### src/rtl/flush_redirect_pkg.sv
// Shared encodings for the flush/redirect controller: flush causes, FSM states and a
// saturating increment used by the optional statistics counters.
package flush_redirect_pkg;

    typedef enum logic [1:0] {
        CAUSE_NONE    = 2'd0,
        CAUSE_EX      = 2'd1,
        CAUSE_ERTN    = 2'd2,
        CAUSE_REFETCH = 2'd3
    } cause_e;

    typedef enum logic [1:0] {
        ST_IDLE     = 2'd0,
        ST_DRAIN    = 2'd1,
        ST_REDIRECT = 2'd2
    } state_e;

    localparam logic [31:0] STAT_MAX = 32'hFFFF_FFFF;

    function automatic logic [31:0] sat_inc(input logic [31:0] value);
        return (value == STAT_MAX) ? value : value + 32'd1;
    endfunction

endpackage

### src/rtl/inflight_counter.sv
// Up/down counter of in-flight instruction reads, bounded to [0, MAX_COUNT].
module inflight_counter #(
    parameter int unsigned MAX_COUNT = 4,
    parameter int unsigned CNT_W     = $clog2(MAX_COUNT + 1)
) (
    input  logic             clk,
    input  logic             resetn,
    input  logic             inc_i,
    input  logic             dec_i,
    output logic [CNT_W-1:0] count_o,
    output logic [CNT_W-1:0] count_next_o
);

    localparam logic [CNT_W-1:0] MaxCnt = CNT_W'(MAX_COUNT);

    logic [CNT_W-1:0] count_q;
    logic [CNT_W-1:0] count_d;

    // Simultaneous inc/dec cancels; the bounds hold the value rather than wrapping.
    always_comb begin
        count_d = count_q;
        if (inc_i && !dec_i && (count_q != MaxCnt)) begin
            count_d = count_q + CNT_W'(1);
        end else if (dec_i && !inc_i && (count_q != '0)) begin
            count_d = count_q - CNT_W'(1);
        end
    end

    always_ff @(posedge clk or negedge resetn) begin
        if (!resetn) begin
            count_q <= '0;
        end else begin
            count_q <= count_d;
        end
    end

    assign count_o      = count_q;
    assign count_next_o = count_d;

    overflow_a: assert property (@(posedge clk) disable iff (!resetn)
        !(inc_i && !dec_i && (count_q == MaxCnt)));

    underflow_a: assert property (@(posedge clk) disable iff (!resetn)
        !(dec_i && !inc_i && (count_q == '0)));

endmodule

### src/rtl/flush_redirect_ctrl.sv
// Central flush/redirect controller: kills all stages on a WB flush, drains stale instruction
// reads, then hands one redirect PC to IF. Optional statistics via FLUSH_REDIRECT_STATS_EN.
module flush_redirect_ctrl
    import flush_redirect_pkg::*;
#(
    parameter int unsigned MAX_OUTSTANDING = 4,
    parameter int unsigned CNT_W           = $clog2(MAX_OUTSTANDING + 1)
) (
    input  logic        clk,
    input  logic        resetn,
    input  logic        wb_ex,
    input  logic        wb_ertn,
    input  logic        wb_refetch,
    input  logic [31:0] wb_flush_entry,
    output logic        flush_all,
    output logic [1:0]  flush_cause,
`ifdef FLUSH_REDIRECT_STATS_EN
    output logic [31:0] stat_ex_cnt,
    output logic [31:0] stat_ertn_cnt,
    output logic [31:0] stat_refetch_cnt,
    output logic [31:0] stat_drain_cycles,
`endif
    input  logic        inst_req_fire,
    input  logic        inst_resp_fire,
    output logic        inst_req_allow,
    output logic        inst_resp_discard,
    output logic        redirect_valid,
    output logic [31:0] redirect_pc,
    input  logic        redirect_ready
);

    localparam logic [CNT_W-1:0] MaxCnt = CNT_W'(MAX_OUTSTANDING);

    state_e           state_q;
    cause_e           cause;
    logic             flush_evt;
    logic [31:0]      target_q;
    logic [CNT_W-1:0] discard_cnt_q;
    logic [CNT_W-1:0] outstanding;
    logic [CNT_W-1:0] outstanding_next;

    assign flush_evt = wb_ex | wb_ertn | wb_refetch;

    always_comb begin
        cause = CAUSE_NONE;
        if (wb_ex) begin
            cause = CAUSE_EX;
        end else if (wb_ertn) begin
            cause = CAUSE_ERTN;
        end else if (wb_refetch) begin
            cause = CAUSE_REFETCH;
        end
    end

    assign flush_all   = flush_evt;
    assign flush_cause = cause;

    // A request handshaking in the flush cycle is still counted: arvalid cannot be retracted.
    inflight_counter #(
        .MAX_COUNT(MAX_OUTSTANDING),
        .CNT_W    (CNT_W)
    ) u_inflight (
        .clk         (clk),
        .resetn      (resetn),
        .inc_i       (inst_req_fire),
        .dec_i       (inst_resp_fire),
        .count_o     (outstanding),
        .count_next_o(outstanding_next)
    );

    assign inst_req_allow    = (state_q == ST_IDLE) && !flush_evt && (outstanding < MaxCnt);
    assign inst_resp_discard = inst_resp_fire &&
                               (((state_q == ST_IDLE) && flush_evt) || (state_q == ST_DRAIN));
    assign redirect_valid    = (state_q == ST_REDIRECT);
    assign redirect_pc       = target_q;

    always_ff @(posedge clk or negedge resetn) begin
        if (!resetn) begin
            state_q       <= ST_IDLE;
            target_q      <= 32'd0;
            discard_cnt_q <= '0;
        end else begin
            // Back-to-back WB flushes retarget the pending redirect without restarting it.
            if (flush_evt) begin
                target_q <= wb_flush_entry;
            end
            unique case (state_q)
                ST_IDLE: begin
                    if (flush_evt) begin
                        discard_cnt_q <= outstanding_next;
                        state_q       <= (outstanding_next != '0) ? ST_DRAIN : ST_REDIRECT;
                    end
                end
                ST_DRAIN: begin
                    if (inst_resp_fire) begin
                        discard_cnt_q <= discard_cnt_q - CNT_W'(1);
                        if (discard_cnt_q == CNT_W'(1)) begin
                            state_q <= ST_REDIRECT;
                        end
                    end
                end
                ST_REDIRECT: begin
                    if (redirect_ready) begin
                        state_q <= ST_IDLE;
                    end
                end
                default: begin
                    state_q <= ST_IDLE;
                end
            endcase
        end
    end

`ifdef FLUSH_REDIRECT_STATS_EN
    logic [31:0] stat_ex_q;
    logic [31:0] stat_ertn_q;
    logic [31:0] stat_refetch_q;
    logic [31:0] stat_drain_q;

    always_ff @(posedge clk or negedge resetn) begin
        if (!resetn) begin
            stat_ex_q      <= 32'd0;
            stat_ertn_q    <= 32'd0;
            stat_refetch_q <= 32'd0;
            stat_drain_q   <= 32'd0;
        end else begin
            if (cause == CAUSE_EX) begin
                stat_ex_q <= sat_inc(stat_ex_q);
            end
            if (cause == CAUSE_ERTN) begin
                stat_ertn_q <= sat_inc(stat_ertn_q);
            end
            if (cause == CAUSE_REFETCH) begin
                stat_refetch_q <= sat_inc(stat_refetch_q);
            end
            if (state_q == ST_DRAIN) begin
                stat_drain_q <= sat_inc(stat_drain_q);
            end
        end
    end

    assign stat_ex_cnt       = stat_ex_q;
    assign stat_ertn_cnt     = stat_ertn_q;
    assign stat_refetch_cnt  = stat_refetch_q;
    assign stat_drain_cycles = stat_drain_q;
`else
    // Statistics counters are not built in this configuration.
`endif

    drain_nonzero_a: assert property (@(posedge clk) disable iff (!resetn)
        (state_q == ST_DRAIN) |-> (discard_cnt_q != '0));

    redirect_stable_a: assert property (@(posedge clk) disable iff (!resetn)
        ((state_q == ST_REDIRECT) && !redirect_ready && !flush_evt) |=> $stable(redirect_pc));

endmodule

### config.mk
export PLATFORM = sky130hd
export DESIGN_NAME = flush_redirect_ctrl
export DESIGN_NICKNAME = d
export VERILOG_FILES = /design/src/rtl/flush_redirect_pkg.sv /design/src/rtl/inflight_counter.sv /design/src/rtl/flush_redirect_ctrl.sv
export SDC_FILE = /design/constraint.sdc
export NUM_CORES = 1
export LEC_CHECK = 0
export ABC_AREA = 1
export BUFFER_PORTS_ARGS = -buffer_cell sky130_fd_sc_hd__buf_2
export CAP_MARGIN = 20
export CORE_MARGIN = 8
export CORE_UTILIZATION = 47
export CTS_CLUSTER_SIZE = 10
export DETAILED_ROUTE_END_ITERATION = 6
export GPL_TIMING_DRIVEN = 0
export PLACE_DENSITY = 0.79
export SLEW_MARGIN = 20
export SYNTH_ARGS = -nofsm -noshare
export SYNTH_HDL_FRONTEND = slang
export SYNTH_SLANG_ARGS = --single-unit
### constraint.sdc
create_clock -name clk -period 1.9 [get_ports clk]
set_input_delay 0.38 -clock clk [delete_from_list [all_inputs] [get_ports clk]]
set_output_delay 0.38 -clock clk [all_outputs]
set_load 0.005 [all_outputs]
Word level (Yosys, flattened, before mapping)
Index checks and enable logic that the tools add are counted.

Register bits after elaboration: 40. Input port bits: 40. Output and inout bits: 38.

Add/sub/neg operators: 3. Bitwise logic cells: 2. Magnitude comparators: 1. Equal/unequal tests: 8. Multiplexer cells: 14. Reduce and logical (&&, ||, !) cells: 18.

Operator list (number): $mux 2 (8); $mux 3 (4); $logic_and 1x1->1 (8); $pmux 2 s3 (1); $pmux 3 s2 (1); $reduce_bool 3->1 (2); $sub 3x1->3 const B (2); $ne 2x1->1 const B (2); $ne 2x2->1 const B (2); $reduce_and 4->1 (1); $add 3x1->3 const B (1); $eq 3x1->1 const B (1); $logic_not 1->1 (3); $lt 3x3->1 const B (1); $ne 3x3->1 const B (1); $reduce_and 3->1 (1); $eq 2x1->1 const B (1); $eq 2x2->1 const B (1); $logic_not 2->1 (1); $or 1x1->1 (2); $reduce_bool 2->1 (1); $logic_or 1x1->1 (1).

Depth between registers and ports, before layout
Depth in word-level cells: 9. Mapped depth: 10. Depth with buffers taken out: 10.

Cells and area by module
Synthesis repeated with hierarchy kept, for this count alone.

Cells, all modules: 237. Area total of the unflattened synthesis: 1900.6 µm².

By module, submodules not included: flush_redirect_ctrl (seq. area each 925.9 µm², instances 1, cells each 199, area an instance 1641.6 µm²); inflight_counter (seq. area each 75.1 µm², instances 1, cells each 38, area an instance 259.0 µm²).

Worst setup path before layout
No wires, ideal clock.

Path kind: input to output. Start point: in wb_ertn. End point: out inst_req_allow. Arrival: 1.007 ns. Required time: 1.520 ns. Path slack: 0.513 ns. Stages: 4. Path buffers: 1. Cells stage by stage: nor2_2 -> nand2_4 -> clkbuf_1 -> nor3_1.

Word-level cells in the longest chain between the ends: 5.

Ends and longest elaborated chain: start, declared (RTL line flush_redirect_ctrl.sv:12) `input logic wb_ertn,`; $or 1x1->1 (2 in series) (RTL line flush_redirect_ctrl.sv:42) `assign flush_evt = wb_ex | wb_ertn | wb_refetch;`; net flush_all (RTL line flush_redirect_ctrl.sv:15) `output logic flush_all,`; $logic_not 1->1 (RTL line flush_redirect_ctrl.sv:71) `assign inst_req_allow = (state_q == ST_IDLE) && !flush_evt && (outstanding < MaxCnt);`; $logic_and 1x1->1 (2 in series) (RTL line flush_redirect_ctrl.sv:71); end, declared (RTL line flush_redirect_ctrl.sv:25) `output logic inst_req_allow,`.

The timed path passes the listed nets, and every way through them passes these cells.

Worst setup path in the final report
Start point: reg state_q[1]. End point: out inst_resp_discard.

Word-level cells in the longest chain between the ends: 4.

Ends and longest elaborated chain: start, declared (RTL line flush_redirect_ctrl.sv:34) `state_e state_q;`; start signal, assigned (RTL line flush_redirect_ctrl.sv:91) `state_q <= (outstanding_next != '0) ? ST_DRAIN : ST_REDIRECT;`; $logic_not 2->1 (RTL line flush_redirect_ctrl.sv:73) `(((state_q == ST_IDLE) && flush_evt) || (state_q == ST_DRAIN));`; $logic_and 1x1->1 (RTL line flush_redirect_ctrl.sv:73); $logic_or 1x1->1 (*) (RTL line flush_redirect_ctrl.sv:73); $logic_and 1x1->1 (*) (RTL line flush_redirect_ctrl.sv:72) `assign inst_resp_discard = inst_resp_fire &&`; end, declared (RTL line flush_redirect_ctrl.sv:26) `output logic inst_resp_discard,`.

Every way passes the cells marked *; elsewhere a longest branch is shown, timed or not.

==> impl_metrics.tcl <==
set metrics [dict create \
    ys_warn_count 0 \
    hold_buffers 0 \
    drt_iter0_markers 64 \
    slew-limit-headroom 0.4389 \
    synth_edf_count 0 \
    cp.required_ns 1.52 \
    maxSlewViolCount 0 \
    synth.top_cell.area_share 0.5472 \
    netlist_top_cells_count "nand2_1, dfrtp_1, inv_1" \
    maxCapViolCount 0 \
    status "completed" \
    std_cell_rows 22 \
    rsz0062_at_grt "false" \
    grt_pass1_wl_mm 7.113 \
    io_buffers 77 \
    totalPowerFinal_uw 2696 \
    grt_overflow 0 \
    dpl.cell_count 347 \
    critPathMaxStageDelay_ns 0.42 \
    synth_nets 267 \
    fp.coreArea_sq_um 3716 \
    ys_ff_latch 40 \
    viasPerCell 4.555 \
    ff2ff_setup_slack_ns 0.39 \
    dieArea_sq_um 6144 \
    fp.dieW_um 78.39 \
    min_path_type "in -> async" \
    post_cts_resize_count 0 \
    crit_arrival_ns 1.33 \
    critPathCaptureType "primary output" \
    r2r_cells 10 \
    yosysUniqueCellTypes 23 \
    insertion_delay_ns 0.29 \
    regArea_sq_um 1001 \
    place_ws_ns 0.1830 \
    p_leak_uw 0.001403 \
    r2r-start "u_inflight.count_o[0]" \
    path_clk_slew_ns 0.07 \
    grt_max_degree 41 \
    antenna_found_initial 0 \
    clock-sinks 40 \
    crit_type "reg -> out" \
    cp_max_fo 3 \
    synthFlopType "dfrtp_1" \
    place.gp.congestion 0.7036 \
    fin_crit_sh 0.8987 \
    h-tree-depth 2 \
    vias 1617 \
    worst_clock_skew_ns 0.001387 \
    layout.nets 351 \
    dieHeight_um 78.39 \
    drt_wl_total_mm 4.175 \
    power_density_nw_per_um2 1123 \
    area_growth_pct 31.26 \
    antenna_left 0 \
    cts_tree "yes" \
    final_cells 355 \
    first_global_vias 1668 \
    cts_buffers 5 \
    fmax_mhz 585.6 \
    place_hpwl_mm 3.303 \
    hold_viol 0 \
    drc_errors 0 \
    hold_ws_ns 0.1890 \
    gr-usage-all-layers 0.1433 \
    postCtsSetupBuffers 0 \
    drive_gt1_frac 0.3616 \
    finalSetupTns_ns 0 \
    r2r_end "state_q[0]" \
    worst-slew-pin-transition_ns 0.8416 \
    yosys-top-cells-area "dfrtp_1, nand2_1, ha_1" \
    wl_per_cell_um 11.76 \
    ir_drop_mv 0.7305 \
    syn_avg_cell_area_sq_um 8.240 \
    synth_top_cell_by_area "dfrtp_1" \
    diodes 0 \
    cts-root-buf "clkbuf_8" \
    drt_first_pass_iters 4 \
    yosysMostFrequentCell "nand2_1" \
    cp_cell_sequence "inv_2 -> nand2_2 -> nor2_2 -> inv_2 -> o21ai_0 -> buf_2" \
    initial_utilization 0.4923 \
    path_common_cell "inv_2" \
    finalWorstSetupSlack_ns 0.1924 \
    setup_viol 0 \
    multiInputGateArea_sq_um 726.9 \
    fillers 351 \
    synth-seq-area-share 0.5472 \
    cpMaxStageDelayCell "dfrtp_1" \
    syn_area_sq_um 1829 \
    synth_cells 222 \
    pin_count 78 \
    min_period_ns 1.708 \
    async_flop_share 1.000 \
    clockBufferDepth 2 \
    startpoint_type "register" \
]
## critical path, delay by kind of cell (launching register included)
family	cells	cell delay, ns
compound gates	1	0.16
buf+inv	3	0.28
flops	1	0.42
simple gates	2	0.19
## cell type report
type,instances,share of cell area
plain buffers,6,0.01094
clock buffers,7,0.04013
clock inverters,1,0.01251
inverters,20,0.03127
multi-input cells,156,0.3028
flip-flops and latches,40,0.4169
well taps,48,0.02501
repair buffers,77,0.1605
## routing by layer
layer  GRT usage  routed length (um)
met5           0                   0
met4     0.05556                  61
met3     0.08884                 525
met2      0.2295                1841
met1      0.1492                1746
## state kept, by name (all words and copies together), names as in the netlist
name	flops
discard_cnt_q	3
u_inflight.count_o	3
state_q	2
redirect_pc	32
## power breakdown
| part | internal, uW | switching, uW |
|---|---|---|
| registers | 993 | 86.6 |
| logic | 349 | 525 |
| clock network | 463 | 280 |
## stage by stage
| stage | utilization | instance area [sq um] |
|---|---|---|
| detailed placement | 0.6121 | 2275 |
| floorplan | - | 1829 |
| finish | 0.6461 | 2401 |
| CTS | 0.6461 | 2401 |
| global placement | 0.6121 | 2275 |
| global route | 0.6461 | 2401 |
## cells in the final DEF, fill, tap and decap left out, drive strengths merged
cell type,instances
inv,20
nand2,117
clkbuf,10
a21oi,4
o22ai,1
nand4,1
ha,5
nand3,7
dfrtp,40
buf,80
nor3,1
bufinv,1
xor2,1
o21ai,7
nor2,11
a21boi,1
## logic make-up (layout without fill, tap and decap cells)
kind of cell	count (synthesis)	in the layout	share of synthesized area
xor gates and xnor gates	1	1	0.004789
AOI/OAI and AO/OA	13	13	0.04173
and+or+nand+nor	137	137	0.3167
adders and majority gates	5	5	0.03420
buffers and inverters	26	111	0.05540
DFF	40	40	0.5472
## worst max path at each step
stage	from	end	slack, ns
4_1_cts	state_q[1]	inst_resp_discard	0.17
6_report	state_q[1]	inst_resp_discard	0.19
2_1_floorplan	wb_ertn	inst_req_allow	0.51
3_5_place_dp	wb_ertn	inst_req_allow	0.18
3_3_place_gp	wb_ertn	inst_req_allow	0.17
5_1_grt	state_q[1]	inst_resp_discard	0.06
(Power assumes the default switching activity.)
